[config.mk]
export PLATFORM = sky130hd
export DESIGN_NAME = control_fsm
export DESIGN_NICKNAME = d
export VERILOG_FILES = /design/src/rtl/control_pkg.sv /design/src/rtl/control_decode.sv /design/src/rtl/control_fsm.sv
export SDC_FILE = /design/constraint.sdc
export NUM_CORES = 1
export LEC_CHECK = 0
export ABC_AREA = 1
export CORE_UTILIZATION = 46
export DETAILED_ROUTE_END_ITERATION = 8
export PLACE_DENSITY = 0.72
export REMOVE_ABC_BUFFERS = 1
export SLEW_MARGIN = 20
export SYNTH_ARGS = -nofsm -noshare
export SYNTH_HDL_FRONTEND = slang
export SYNTH_SLANG_ARGS = --single-unit
[constraint.sdc]
create_clock -name clk -period 2 [get_ports clk]
set_input_delay 0.5 -clock clk [delete_from_list [all_inputs] [get_ports clk]]
set_output_delay 0.5 -clock clk [all_outputs]
set_load 0.02 [all_outputs]
[src/rtl/control_pkg.sv]
// Shared definitions for the multi-cycle instruction control FSM.
//
// Contents:
//   - opcode values of the decode table (4-bit)
//   - FSM state enum
//   - encodings of aluControlOp, regWrite and jumpBranch
//   - instruction class enum and the control word handed from the decoder to the FSM
package control_pkg;

    // Decode table
    localparam logic [3:0] OP_TYPE_A = 4'b1111;
    localparam logic [3:0] OP_ADDI   = 4'b0001;
    localparam logic [3:0] OP_ORI    = 4'b0010;
    localparam logic [3:0] OP_LW     = 4'b1000;
    localparam logic [3:0] OP_SW     = 4'b1011;
    localparam logic [3:0] OP_SB     = 4'b1010;
    localparam logic [3:0] OP_BLT    = 4'b0100;
    localparam logic [3:0] OP_BGT    = 4'b0101;
    localparam logic [3:0] OP_BEQ    = 4'b0110;
    localparam logic [3:0] OP_JMP    = 4'b1100;
    localparam logic [3:0] OP_HALT   = 4'b0000;

    // aluControlOp
    localparam logic [1:0] ALU_ADD    = 2'b00;
    localparam logic [1:0] ALU_SUB    = 2'b01;
    localparam logic [1:0] ALU_OR     = 2'b10;
    localparam logic [1:0] ALU_MULDIV = 2'b11;

    // regWrite
    localparam logic [1:0] RW_NONE  = 2'b00;
    localparam logic [1:0] RW_RD    = 2'b01;
    localparam logic [1:0] RW_RD_HI = 2'b10;

    // jumpBranch
    localparam logic [2:0] JB_NONE = 3'b000;
    localparam logic [2:0] JB_BLT  = 3'b001;
    localparam logic [2:0] JB_BGT  = 3'b010;
    localparam logic [2:0] JB_BEQ  = 3'b011;
    localparam logic [2:0] JB_JMP  = 3'b100;

    typedef enum logic [2:0] {
        ST_IDLE   = 3'd0,
        ST_DECODE = 3'd1,
        ST_EXEC   = 3'd2,
        ST_MULDIV = 3'd3,
        ST_MEM    = 3'd4,
        ST_WB     = 3'd5,
        ST_HALT   = 3'd6
    } state_t;

    // Instruction class: selects the state path taken after DECODE.
    typedef enum logic [2:0] {
        CLS_ALU     = 3'd0,
        CLS_MULDIV  = 3'd1,
        CLS_LOAD    = 3'd2,
        CLS_STORE   = 3'd3,
        CLS_BRANCH  = 3'd4,
        CLS_HALT    = 3'd5,
        CLS_ILLEGAL = 3'd6
    } iclass_t;

    // Static control word for one instruction; the FSM gates it per state.
    typedef struct packed {
        iclass_t    iclass;
        logic       alu_b_type;
        logic       alu_src;
        logic       zero_extend;
        logic       store_byte;
        logic [1:0] alu_op;
        logic [1:0] reg_write;
        logic [2:0] jump_branch;
    } ctrl_t;

endpackage

[src/rtl/control_decode.sv]
// Combinational opcode/multiDiv to control-word decoder.
//
// Ports:
//   opcode     in   OPCODE_W  instruction opcode
//   multi_div  in   1         with TYPE_A, selects mul/div
//   ctrl       out  ctrl_t    instruction class and static controls
// Opcodes outside the decode table yield class CLS_ILLEGAL with all controls 0.
module control_decode
    import control_pkg::*;
#(
    parameter int OPCODE_W = 4
) (
    input  logic [OPCODE_W-1:0] opcode,
    input  logic                multi_div,
    output ctrl_t               ctrl
);

    always_comb begin
        ctrl        = '0;
        ctrl.iclass = CLS_ILLEGAL;
        case (opcode)
            OPCODE_W'(OP_TYPE_A): begin
                if (multi_div) begin
                    ctrl.iclass    = CLS_MULDIV;
                    ctrl.alu_op    = ALU_MULDIV;
                    ctrl.reg_write = RW_RD_HI;
                end else begin
                    ctrl.iclass    = CLS_ALU;
                    ctrl.alu_op    = ALU_ADD;
                    ctrl.reg_write = RW_RD;
                end
            end
            OPCODE_W'(OP_ADDI): begin
                ctrl.iclass    = CLS_ALU;
                ctrl.alu_src   = 1'b1;
                ctrl.alu_op    = ALU_ADD;
                ctrl.reg_write = RW_RD;
            end
            OPCODE_W'(OP_ORI): begin
                ctrl.iclass      = CLS_ALU;
                ctrl.alu_src     = 1'b1;
                ctrl.zero_extend = 1'b1;
                ctrl.alu_op      = ALU_OR;
                ctrl.reg_write   = RW_RD;
            end
            OPCODE_W'(OP_LW): begin
                ctrl.iclass    = CLS_LOAD;
                ctrl.alu_src   = 1'b1;
                ctrl.reg_write = RW_RD;
            end
            OPCODE_W'(OP_SW): begin
                ctrl.iclass  = CLS_STORE;
                ctrl.alu_src = 1'b1;
            end
            OPCODE_W'(OP_SB): begin
                ctrl.iclass     = CLS_STORE;
                ctrl.alu_src    = 1'b1;
                ctrl.store_byte = 1'b1;
            end
            OPCODE_W'(OP_BLT): begin
                ctrl.iclass      = CLS_BRANCH;
                ctrl.alu_b_type  = 1'b1;
                ctrl.alu_op      = ALU_SUB;
                ctrl.jump_branch = JB_BLT;
            end
            OPCODE_W'(OP_BGT): begin
                ctrl.iclass      = CLS_BRANCH;
                ctrl.alu_b_type  = 1'b1;
                ctrl.alu_op      = ALU_SUB;
                ctrl.jump_branch = JB_BGT;
            end
            OPCODE_W'(OP_BEQ): begin
                ctrl.iclass      = CLS_BRANCH;
                ctrl.alu_b_type  = 1'b1;
                ctrl.alu_op      = ALU_SUB;
                ctrl.jump_branch = JB_BEQ;
            end
            // JMP is unconditional: no compare, so no B-type operand or SUB.
            OPCODE_W'(OP_JMP): begin
                ctrl.iclass      = CLS_BRANCH;
                ctrl.jump_branch = JB_JMP;
            end
            OPCODE_W'(OP_HALT): begin
                ctrl.iclass = CLS_HALT;
            end
            default: begin
                ctrl.iclass = CLS_ILLEGAL;
            end
        endcase
    end

endmodule

[src/rtl/control_fsm.sv]
// Multi-cycle instruction control FSM. Accepts one instruction per handshake,
// sequences DECODE/EXEC/MULDIV/MEM/WB and drives registered datapath controls.
//
// Handshake: an instruction transfers in a cycle where instrValid & instrReady
// are both high; instrReady is high only in IDLE, so instrValid is ignored in
// every other state. opcode/multiDiv are decoded and captured on the transfer.
// memReady is looked at only in MEM.
//
// Ports:
//   clk, rst                 clock, asynchronous active-high reset
//   instrValid/instrReady    instruction handshake
//   opcode, multiDiv         instruction, captured on transfer
//   memReady                 memory access complete (MEM only)
//   aluBType, aluSrc, zeroExtendFlag, memRead, memToReg, memWrite, storeByte,
//   aluControlOp[1:0], regWrite[1:0], jumpBranch[2:0]   registered controls
//   busy, halted             state != IDLE, state == HALT
//   trap                     illegal-opcode pulse during DECODE
//   dbg_state[2:0]           current FSM state (state_t encoding)
//
// Configuration macro: CONTROL_ILLEGAL_TRAP_EN. Defined: an illegal opcode
// pulses trap in its DECODE cycle and then enters HALT. Undefined: an illegal
// opcode runs as a NOP (DECODE>IDLE) and trap is tied 0.
module control_fsm
    import control_pkg::*;
#(
    parameter int OPCODE_W      = 4,
    parameter int MULDIV_CYCLES = 4
) (
    input  logic                clk,
    input  logic                rst,
    input  logic                instrValid,
    output logic                instrReady,
    input  logic [OPCODE_W-1:0] opcode,
    input  logic                multiDiv,
    input  logic                memReady,
    output logic                aluBType,
    output logic                aluSrc,
    output logic                zeroExtendFlag,
    output logic                memRead,
    output logic                memToReg,
    output logic                memWrite,
    output logic                storeByte,
    output logic [1:0]          aluControlOp,
    output logic [1:0]          regWrite,
    output logic [2:0]          jumpBranch,
    output logic                busy,
    output logic                halted,
    output logic                trap,
    output logic [2:0]          dbg_state
);

    localparam int CNT_W = $clog2(MULDIV_CYCLES + 1);

    state_t           state, next_state;
    logic [CNT_W-1:0] cnt, cnt_next;
    ctrl_t            dec, ctrl_q;
    logic             transfer;

    // Next-cycle values of the registered controls.
    logic             in_op;
    logic             alu_b_type_d, alu_src_d, zero_ext_d;
    logic             mem_read_d, mem_to_reg_d, mem_write_d, store_byte_d;
    logic [1:0]       alu_op_d, reg_write_d;
    logic [2:0]       jump_branch_d;

    control_decode #(.OPCODE_W(OPCODE_W)) u_decode (
        .opcode    (opcode),
        .multi_div (multiDiv),
        .ctrl      (dec)
    );

    assign instrReady = (state == ST_IDLE);
    assign transfer   = instrValid & instrReady;
    assign busy       = (state != ST_IDLE);
    assign halted     = (state == ST_HALT);
    assign dbg_state  = state;

    always_comb begin
        next_state = state;
        cnt_next   = cnt;
        case (state)
            ST_IDLE: begin
                if (instrValid) next_state = ST_DECODE;
            end
            ST_DECODE: begin
                case (ctrl_q.iclass)
                    CLS_ALU, CLS_LOAD, CLS_STORE, CLS_BRANCH: next_state = ST_EXEC;
                    CLS_MULDIV: begin
                        next_state = ST_MULDIV;
                        cnt_next   = CNT_W'(MULDIV_CYCLES - 1);
                    end
                    CLS_HALT: next_state = ST_HALT;
`ifdef CONTROL_ILLEGAL_TRAP_EN
                    default: next_state = ST_HALT;
`else
                    default: next_state = ST_IDLE;
`endif
                endcase
            end
            ST_EXEC: begin
                case (ctrl_q.iclass)
                    CLS_LOAD, CLS_STORE: next_state = ST_MEM;
                    CLS_ALU:             next_state = ST_WB;
                    default:             next_state = ST_IDLE;
                endcase
            end
            ST_MULDIV: begin
                // Counter holds the remaining MULDIV cycles after this one.
                if (cnt == '0) next_state = ST_WB;
                else           cnt_next   = cnt - 1'b1;
            end
            ST_MEM: begin
                if (memReady) next_state = (ctrl_q.iclass == CLS_LOAD) ? ST_WB : ST_IDLE;
            end
            ST_WB:   next_state = ST_IDLE;
            ST_HALT: next_state = ST_HALT;
            default: next_state = ST_IDLE;
        endcase
    end

    // Controls are registered from next_state, so each output lines up with
    // the state it belongs to. ALU controls hold from the first state after
    // DECODE through the last state of the instruction; the remaining strobes
    // are confined to their own state.
    always_comb begin
        in_op = (next_state == ST_EXEC) || (next_state == ST_MULDIV) ||
                (next_state == ST_MEM)  || (next_state == ST_WB);
        alu_b_type_d  = in_op & ctrl_q.alu_b_type;
        alu_src_d     = in_op & ctrl_q.alu_src;
        zero_ext_d    = in_op & ctrl_q.zero_extend;
        alu_op_d      = in_op ? ctrl_q.alu_op : ALU_ADD;
        jump_branch_d = (next_state == ST_EXEC) ? ctrl_q.jump_branch : JB_NONE;
        mem_read_d    = (next_state == ST_MEM) && (ctrl_q.iclass == CLS_LOAD);
        mem_write_d   = (next_state == ST_MEM) && (ctrl_q.iclass == CLS_STORE);
        store_byte_d  = mem_write_d & ctrl_q.store_byte;
        mem_to_reg_d  = (next_state == ST_WB) && (ctrl_q.iclass == CLS_LOAD);
        reg_write_d   = (next_state == ST_WB) ? ctrl_q.reg_write : RW_NONE;
    end

    always_ff @(posedge clk or posedge rst) begin
        if (rst) begin
            state          <= ST_IDLE;
            cnt            <= '0;
            ctrl_q         <= '0;
            aluBType       <= 1'b0;
            aluSrc         <= 1'b0;
            zeroExtendFlag <= 1'b0;
            memRead        <= 1'b0;
            memToReg       <= 1'b0;
            memWrite       <= 1'b0;
            storeByte      <= 1'b0;
            aluControlOp   <= ALU_ADD;
            regWrite       <= RW_NONE;
            jumpBranch     <= JB_NONE;
        end else begin
            state          <= next_state;
            cnt            <= cnt_next;
            if (transfer) ctrl_q <= dec;
            aluBType       <= alu_b_type_d;
            aluSrc         <= alu_src_d;
            zeroExtendFlag <= zero_ext_d;
            memRead        <= mem_read_d;
            memToReg       <= mem_to_reg_d;
            memWrite       <= mem_write_d;
            storeByte      <= store_byte_d;
            aluControlOp   <= alu_op_d;
            regWrite       <= reg_write_d;
            jumpBranch     <= jump_branch_d;
        end
    end

`ifdef CONTROL_ILLEGAL_TRAP_EN
    // Decoded straight from the incoming opcode so the pulse lands in DECODE.
    always_ff @(posedge clk or posedge rst) begin
        if (rst) trap <= 1'b0;
        else     trap <= transfer && (dec.iclass == CLS_ILLEGAL);
    end
`else
    assign trap = 1'b0;
`endif

endmodule

==> flow_metrics.py, run 1 <==
metrics = {
    "cells_and_area": {
        "diodes": 0,
        "nNetsFinal": 238,
        "drive_gt1_frac": 0.1579,
        "syn_to_final_growth_pct": 27.29,
        "fill_cells": 310,
    },
    "clocking": {
        "cts-root-buf": "clkbuf_4",
        "clock_latency_ns": 0.34,
        "clock-sinks": 34,
        "path_clk_slew_ns": 0.11,
        "cts_tree": "done",
        "cts_inserted_buffers": 5,
        "holdBufCountCts": 0,
        "cts_buffer_depth": 2,
        "htreeDepth": 2,
    },
    "critical_path": {
        "worstPathMaxFanout": 7,
        "crit_type": "register to primary output",
        "r2r_slack_ns": 0.46,
        "arrival_ns": 1.40,
        "r2r_cells": 10,
        "slowest_stage": "dfrtp_1",
        "cpPeakStageDelay_ns": 0.46,
        "start_kind": "register",
        "r2r-start": "cnt[0]",
        "worstPathCellList": "nor2_2 > nand2_2 > dlygate4sd2_1",
        "cp.required_ns": 1.50,
        "rr_endpoint": "aluControlOp[1]",
        "crit_path_end_kind": "primary output",
    },
    "detailed_routing": {
        "viasPerCell": 4.712,
        "ant_nets": 0,
        "drc_errors": 0,
        "num_vias": 1291,
        "drtPass1Iterations": 4,
        "drt-total-wl_mm": 2.973,
        "wl_per_cell_um": 10.85,
        "drt_iter0_markers": 34,
    },
    "power": {
        "net-switching-power_mw": 1.027,
        "p_int_mw": 1.527,
        "irDropWorstVdd_mv": 0.5112,
        "p_seq_frac": 0.389,
        "pwr_density_cell_mw_per_mm2": 1247,
        "pwr-share-comb": 0.413,
        "pwr-share-clk": 0.197,
        "p_leak_nw": 1.082,
        "switching_share": 0.4021,
    },
    "sta": {
        "finalClockSkew_ns": 0.01140,
        "period_minus_slack_ns": 1.903,
        "fin_hold_ws_ns": 0.4770,
        "finalMaxSlewViolations": 0,
        "finalHoldViolations": 0,
        "fmax_mhz": 525.5,
        "setup_violations": 0,
        "rsz0062_at_grt": "false",
        "fin_ws_ns": 0.09716,
        "finalCritPeriodShare": 0.9514,
    },
    "global_routing": {
        "grt_max_degree": 35,
        "grt_pass1_wl_mm": 5.106,
        "antenna_found_initial": 0,
        "grt_pass1_vias": 1149,
        "grtUsageTotal": 0.1947,
        "grt.overflow.total": 0,
    },
    "synth": {
        "synth_area_mm2": 0.001609,
        "synth_cell_types": 25,
        "seq_area_frac_synth": 0.5288,
        "synth-seq-cells": 34,
        "avgSynthCellArea_um2": 8.469,
        "postSynthCellCount": 190,
        "yosysWarnings": 0,
    },
    "worst_hold_path": {
        "worstHoldPathCells": 1,
        "hold_end": "cnt[0]",
        "worstHoldPathType": "register to register",
        "hold_path_startpoint": "cnt[0]",
    },
    "floorplan": {
        "die_area_mm2": 0.003739,
        "fp.dieW_um": 61.15,
        "core_region_area_mm2": 0.003337,
        "ios": 30,
        "rows": 21,
        "die_h_um": 61.15,
        "start_util": 0.4822,
    },
    "run_status": {
        "status": "finished clean",
    },
    "place": {
        "pre_cts_ws_ns": -0.06422,
        "port-buffer-count": 28,
        "hpwl_mm": 2.316,
        "gp_congestion": 0.8548,
    },
    "flow_run": {
        "drv_cap": 0,
    },
}
layout by cell type (no fill, tap or decap), types with 4 or more instances in the layout:
| master | instances |
|---|---|
| nand2_1 | 26 |
| o21ai_0 | 9 |
| inv_1 | 34 |
| nand2_2 | 4 |
| buf_4 | 5 |
| nand4_1 | 4 |
| nand3_1 | 9 |
| dfrtp_1 | 34 |
| clkdlybuf4s50_1 | 22 |
| nor2_1 | 28 |
| clkbuf_4 | 5 |
| nand3_2 | 5 |
| a21oi_1 | 5 |
| nor3_1 | 6 |
| inv_2 | 5 |
state kept, by name (all words and copies together) (netlist names), 2 cells and up:
signal,flops
dbg_state,3
ctrl_q,14
aluControlOp,2
regWrite,2
jumpBranch,3
cnt,3
cell families after synthesis:
logic type               count (synthesis)  share of synthesized area
adder cells (fa/ha/maj)                  2                    0.01555
buffers and inverters                   42                     0.1034
other                                    1                   0.002331
flip-flops                              34                     0.5288
AO/OA/AOI/OAI                           22                    0.07854
AND/OR/NAND/NOR                         89                     0.2714
worst max-delay path, delay by kind of cell, from the launching register on:
family / cells / cell delay, ns
AND/OR/NAND/NOR: 2 / 0.26
flip-flops: 1 / 0.46
buffers and inverters: 1 / 0.33
how the worst max path moves through the flow:
stage | from | cells after the start | to | slack (ns)
2_1_floorplan | dbg_state[1] | 9 | memToReg | 0.26
3_3_place_gp | opcode[1] | 5 | ctrl_q[6] | -0.002
5_1_grt | dbg_state[1] | 3 | busy | 0.02
3_5_place_dp | opcode[1] | 5 | ctrl_q[6] | -0.06
6_report | dbg_state[1] | 3 | busy | 0.1
4_1_cts | dbg_state[2] | 1 | dbg_state[2] | 0.003
through the flow:
stage | instance area, µm² | instances | utilization | setup TNS (ns) | power [mW]
global placement | 1964 | 266 | 0.5887 | -0.001642 | 2.068
global route | 2048 | 274 | 0.6138 | 0 | 2.764
CTS | 2043 | 274 | 0.6123 | 0 | 2.593
floorplan | 1589 | 187 | - | 0 | 1.711
finish | 2048 | 274 | 0.6138 | 0 | 2.554
detailed placement | 1964 | 266 | 0.5887 | -0.1737 | 2.101
routing by layer:
layer  global-route usage  routed length [µm]
met5                    0                   0
met2               0.3075                1446
met3              0.06303                 138
met1               0.2490                1322
met4              0.07792                  66
power by group through the flow:
stage	clock network (mW)	registers (mW)	logic, mW
6_report	0.504	0.995	1.06
5_1_grt	0.556	1.02	1.19
4_1_cts	0.522	0.998	1.07
3_5_place_dp	0	1.01	1.09
3_3_place_gp	0	1.00	1.06
2_1_floorplan	0	1.07	0.642
area by class of cell:
| cell class | instances | area [µm²] | area share |
|---|---|---|---|
| sequential | 34 | 850.8 | 0.4154 |
| multi-input combinational | 114 | 591.8 | 0.2889 |
| timing repair buffer | 33 | 319.1 | 0.1558 |
| inverter | 39 | 146.4 | 0.07147 |
| tap | 46 | 57.56 | 0.02810 |
| clock inverter | 3 | 45.04 | 0.02199 |
| clock buffer | 5 | 37.54 | 0.01833 |
repair_timing:
item / CTS / global route
setup buffers: 0 / 0
setup endpoints to repair: 3 / 5
gates cloned: 0 / 0
gates resized for setup: 3 / 6
pin swaps: 0 / 0
Yosys cell counts:
| cell | instances | area, µm² |
|---|---|---|
| dfrtp_1 | 34 | 850.8 |
| inv_1 | 34 | 127.6 |
| nor2_1 | 28 | 105.1 |
| nand2_1 | 26 | 97.59 |
| nand3_1 | 9 | 45.04 |
| o21ai_0 | 9 | 45.04 |
| nor3_1 | 6 | 30.03 |
| a21oi_1 | 5 | 25.02 |
| inv_2 | 5 | 18.77 |
| nand3_2 | 5 | 50.05 |
| nand2_2 | 4 | 25.02 |
| nand4_1 | 4 | 25.02 |
| nor2_2 | 3 | 18.77 |
| nor2_4 | 3 | 33.78 |
| o211ai_1 | 3 | 22.52 |
| buf_4 | 2 | 15.01 |
| ha_1 | 2 | 25.02 |
| a22oi_1 | 1 | 7.510 |
| a31oi_1 | 1 | 6.260 |
| buf_2 | 1 | 5.000 |
| conb_1 | 1 | 3.750 |
| o21ai_1 | 1 | 5.000 |
| o21ai_2 | 1 | 8.760 |
| o22ai_1 | 1 | 6.260 |
| or2_2 | 1 | 6.260 |
Note: power is estimated with default switching activity, not from simulation.
==> run 2, diff against run 1 <==
--- a/config.mk
+++ b/config.mk
@@ -5,10 +5,10 @@
 export SDC_FILE = /design/constraint.sdc
 export NUM_CORES = 1
 export LEC_CHECK = 0
-export ABC_AREA = 1
+export ABC_AREA = 0
 export CORE_UTILIZATION = 46
 export DETAILED_ROUTE_END_ITERATION = 8
-export PLACE_DENSITY = 0.72
+export PLACE_DENSITY = 0.71
 export REMOVE_ABC_BUFFERS = 1
 export SLEW_MARGIN = 20
 export SYNTH_ARGS = -nofsm -noshare
==> run 2 against run 1 <==
  * Utilization grew 0.34 points
  * Via count grew 5.3%
  * Design area grew 2.9%
  * Die area grew 3.4%
  * Final cell count shrank 7.7%
  * Non-clock buffer count grew 5
  * Area after synthesis grew 3.6%
  * Largest cell class unchanged
==> flow_metrics.py, run 2 <==
metrics = {
    "synth": {
        "seq_area_frac_synth": 0.5105,
        "synth-seq-cells": 34,
        "synth_area_leaders": "dfrtp_1 (51%), nand2_1 (5.2%), o21ai_0 (3.3%), nor2b_1 (2.6%), a21oi_1 (2.4%)",
        "yosysWarnings": 0,
        "synth_edf_count": 0,
        "synth_common_cells": "dfrtp_1 (34), nand2_1 (23), o21ai_0 (11)",
        "synth_async_sr_flop_share": 1.000,
        "synth_top_area_frac": 0.5105,
        "synth_area_mm2": 0.001667,
        "ys.flop_type": "dfrtp_1",
        "synth_cell_types": 45,
        "avgSynthCellArea_um2": 9.804,
        "synth_area_leader_cell": "dfrtp_1",
        "yosysMostFrequentCell": "dfrtp_1",
        "postSynthCellCount": 170,
    },
    "cells_and_area": {
        "largest_reg_flops": 14,
        "mostFrequentLayoutCells": "dfrtp_1 (33), nand2_1 (23), clkdlybuf4s50_1 (23)",
        "diodes": 0,
        "nNetsFinal": 217,
        "fill_cells": 305,
        "layout.cells.non_filler": 253,
        "top_register": "ctrl_q",
        "final_common_cell": "dfrtp_1",
        "multi_input_area_um2": 742.0,
        "final-seq-area_um2": 852.1,
        "syn_to_final_growth_pct": 26.50,
        "final_area_mm2": 0.002108,
        "drive_gt1_frac": 0.1594,
    },
    "detailed_routing": {
        "drt-total-wl_mm": 3.390,
        "drt_iter0_markers": 68,
        "drtPass1Iterations": 4,
        "drc_errors": 0,
        "viasPerCell": 5.372,
        "num_vias": 1359,
        "wl_per_cell_um": 13.40,
        "ant_nets": 0,
    },
    "power": {
        "p_leak_nw": 0.9887,
        "irDropWorstVdd_mv": 0.5500,
        "pwr-share-clk": 0.182,
        "pwr_density_cell_mw_per_mm2": 1274,
        "switching_share": 0.3890,
        "net-switching-power_mw": 1.045,
        "p_int_mw": 1.642,
        "pwr-share-comb": 0.431,
        "p_seq_frac": 0.386,
    },
    "place": {
        "pre_cts_ws_ns": 0.02674,
        "postPlaceCellArea_mm2": 0.002036,
        "dpl.cell_count": 245,
        "gp_congestion": 0.8985,
        "hpwl_mm": 2.565,
        "port-buffer-count": 28,
    },
    "sta": {
        "rsz0062_at_grt": "true",
        "period_minus_slack_ns": 1.939,
        "setup_violations": 0,
        "relSlewSlack": 0.6633,
        "finalClockSkew_ns": 0.005165,
        "finalHoldViolations": 0,
        "fin_ws_ns": 0.06147,
        "worst_slew_pin_slew_ns": 0.5004,
        "fmax_mhz": 515.9,
        "finalSetupTns_ns": 0,
        "finalMaxSlewViolations": 0,
        "finalCritPeriodShare": 0.9693,
    },
    "clocking": {
        "cts-root-buf": "clkbuf_4",
        "htreeDepth": 2,
        "clock_latency_ns": 0.33,
        "path_clk_slew_ns": 0.10,
        "clock-sinks": 34,
        "cts_tree": "done",
        "cts_buffer_depth": 2,
        "cts_inserted_buffers": 5,
    },
    "global_routing": {
        "grtUsageTotal": 0.1949,
        "grt_max_degree": 35,
        "grt_pass1_vias": 1351,
        "antenna_found_initial": 0,
        "grt.overflow.total": 0,
        "grt_pass1_wl_mm": 5.830,
    },
    "floorplan": {
        "start_util": 0.4879,
        "fp.dieW_um": 62.19,
        "core_region_area_mm2": 0.003416,
        "rows": 21,
        "die_area_mm2": 0.003868,
        "die_h_um": 62.19,
        "ios": 30,
    },
    "critical_path": {
        "crit_type": "register to primary output",
        "cp.required_ns": 1.50,
        "start_kind": "register",
        "cpPeakStageDelay_ns": 0.64,
        "crit_path_end_kind": "primary output",
        "worstPathCellList": "clkdlybuf4s50_1",
        "crit_family": "buffers and inverters",
        "crit_buf_inv": 1,
        "worstPathMaxFanout": 7,
        "slowest_stage": "clkdlybuf4s50_1",
        "arrival_ns": 1.44,
    },
    "flow_run": {
        "drv_cap": 0,
    },
    "run_status": {
        "status": "finished clean",
    },
    "worst_hold_path": {
        "worstHoldPathType": "register to register",
    },
}
run 2: cell types whose count changed in the layout (fill, tap and decap cells not counted), sizes merged, moves of 4 or more:
cell and delta:
and3 +5, buf +5, dlygate4sd2 +4, inv -31, nand2 -6, nand3 -10, nor2 -25, nor2b +7
nor3b +4, o31ai +4
run 2: area by class of cell:
class | instances | share of cell area
Clock buffer | 5 | 0.01780
Clock inverter | 3 | 0.01899
Inverter | 8 | 0.01424
Multi-Input combinational cell | 119 | 0.3519
Sequential cell | 34 | 0.4042
Tap cell | 46 | 0.02730
Timing Repair Buffer | 38 | 0.1656
run 2: final timing paths:
kind	to	start	cells after the start	slack (ns)
max in group asynchronous	dbg_state[0]	rst	3	1.13
min	cnt[0]	cnt[0]	1	0.48
max	dbg_state[2]	dbg_state[2]	1	0.06
min reg2reg	cnt[0]	cnt[0]	1	0.48
min in group asynchronous	memToReg	rst	3	0.55
max reg2reg	memRead	cnt[0]	6	0.18
run 2: power by group through the flow:
| stage | sequential [mW] | combinational, mW | clock (mW) |
|---|---|---|---|
| finish | 1.04 | 1.16 | 0.490 |
| global route | 1.07 | 1.28 | 0.525 |
| CTS | 1.04 | 1.17 | 0.499 |
| detailed placement | 1.05 | 1.19 | 0 |
| global placement | 1.04 | 1.15 | 0 |
| floorplan | 1.11 | 0.665 | 0 |
run 2: per-layer routing:
metal	vias to the layer above	GRT usage	part of all wire
li1	668	-	-
met5	-	0	0
met4	0	0.09884	0.027
met3	13	0.05147	0.048
met1	635	0.2228	0.43
met2	43	0.3352	0.49
run 2: cells by family after synthesis:
kind of cell | share of synthesized area
AND/OR/NAND/NOR | 0.2432
AO/OA/AOI/OAI | 0.1517
flip-flops | 0.5105
buffers and inverters | 0.04429
XOR/XNOR | 0.02027
adder cells (fa/ha/maj) | 0.01501
multiplexers | 0.01276
other | 0.002250
run 2: timing repair:
action,4_1_cts,5_1_grt
endpoints found under the setup margin,5,1
setup buffers,0,0
resized for setup,6,0
hold buffers,0,0
run 2: metrics by stage:
stage | power (mW) | hold WS, ns | utilization
global route | 2.872 | 0.5215 | 0.6172
finish | 2.687 | 0.4835 | 0.6172
CTS | 2.705 | 0.4875 | 0.6172
floorplan | 1.778 | 0.4350 | -
global placement | 2.190 | 0.4570 | 0.5960
detailed placement | 2.247 | 0.4645 | 0.5960
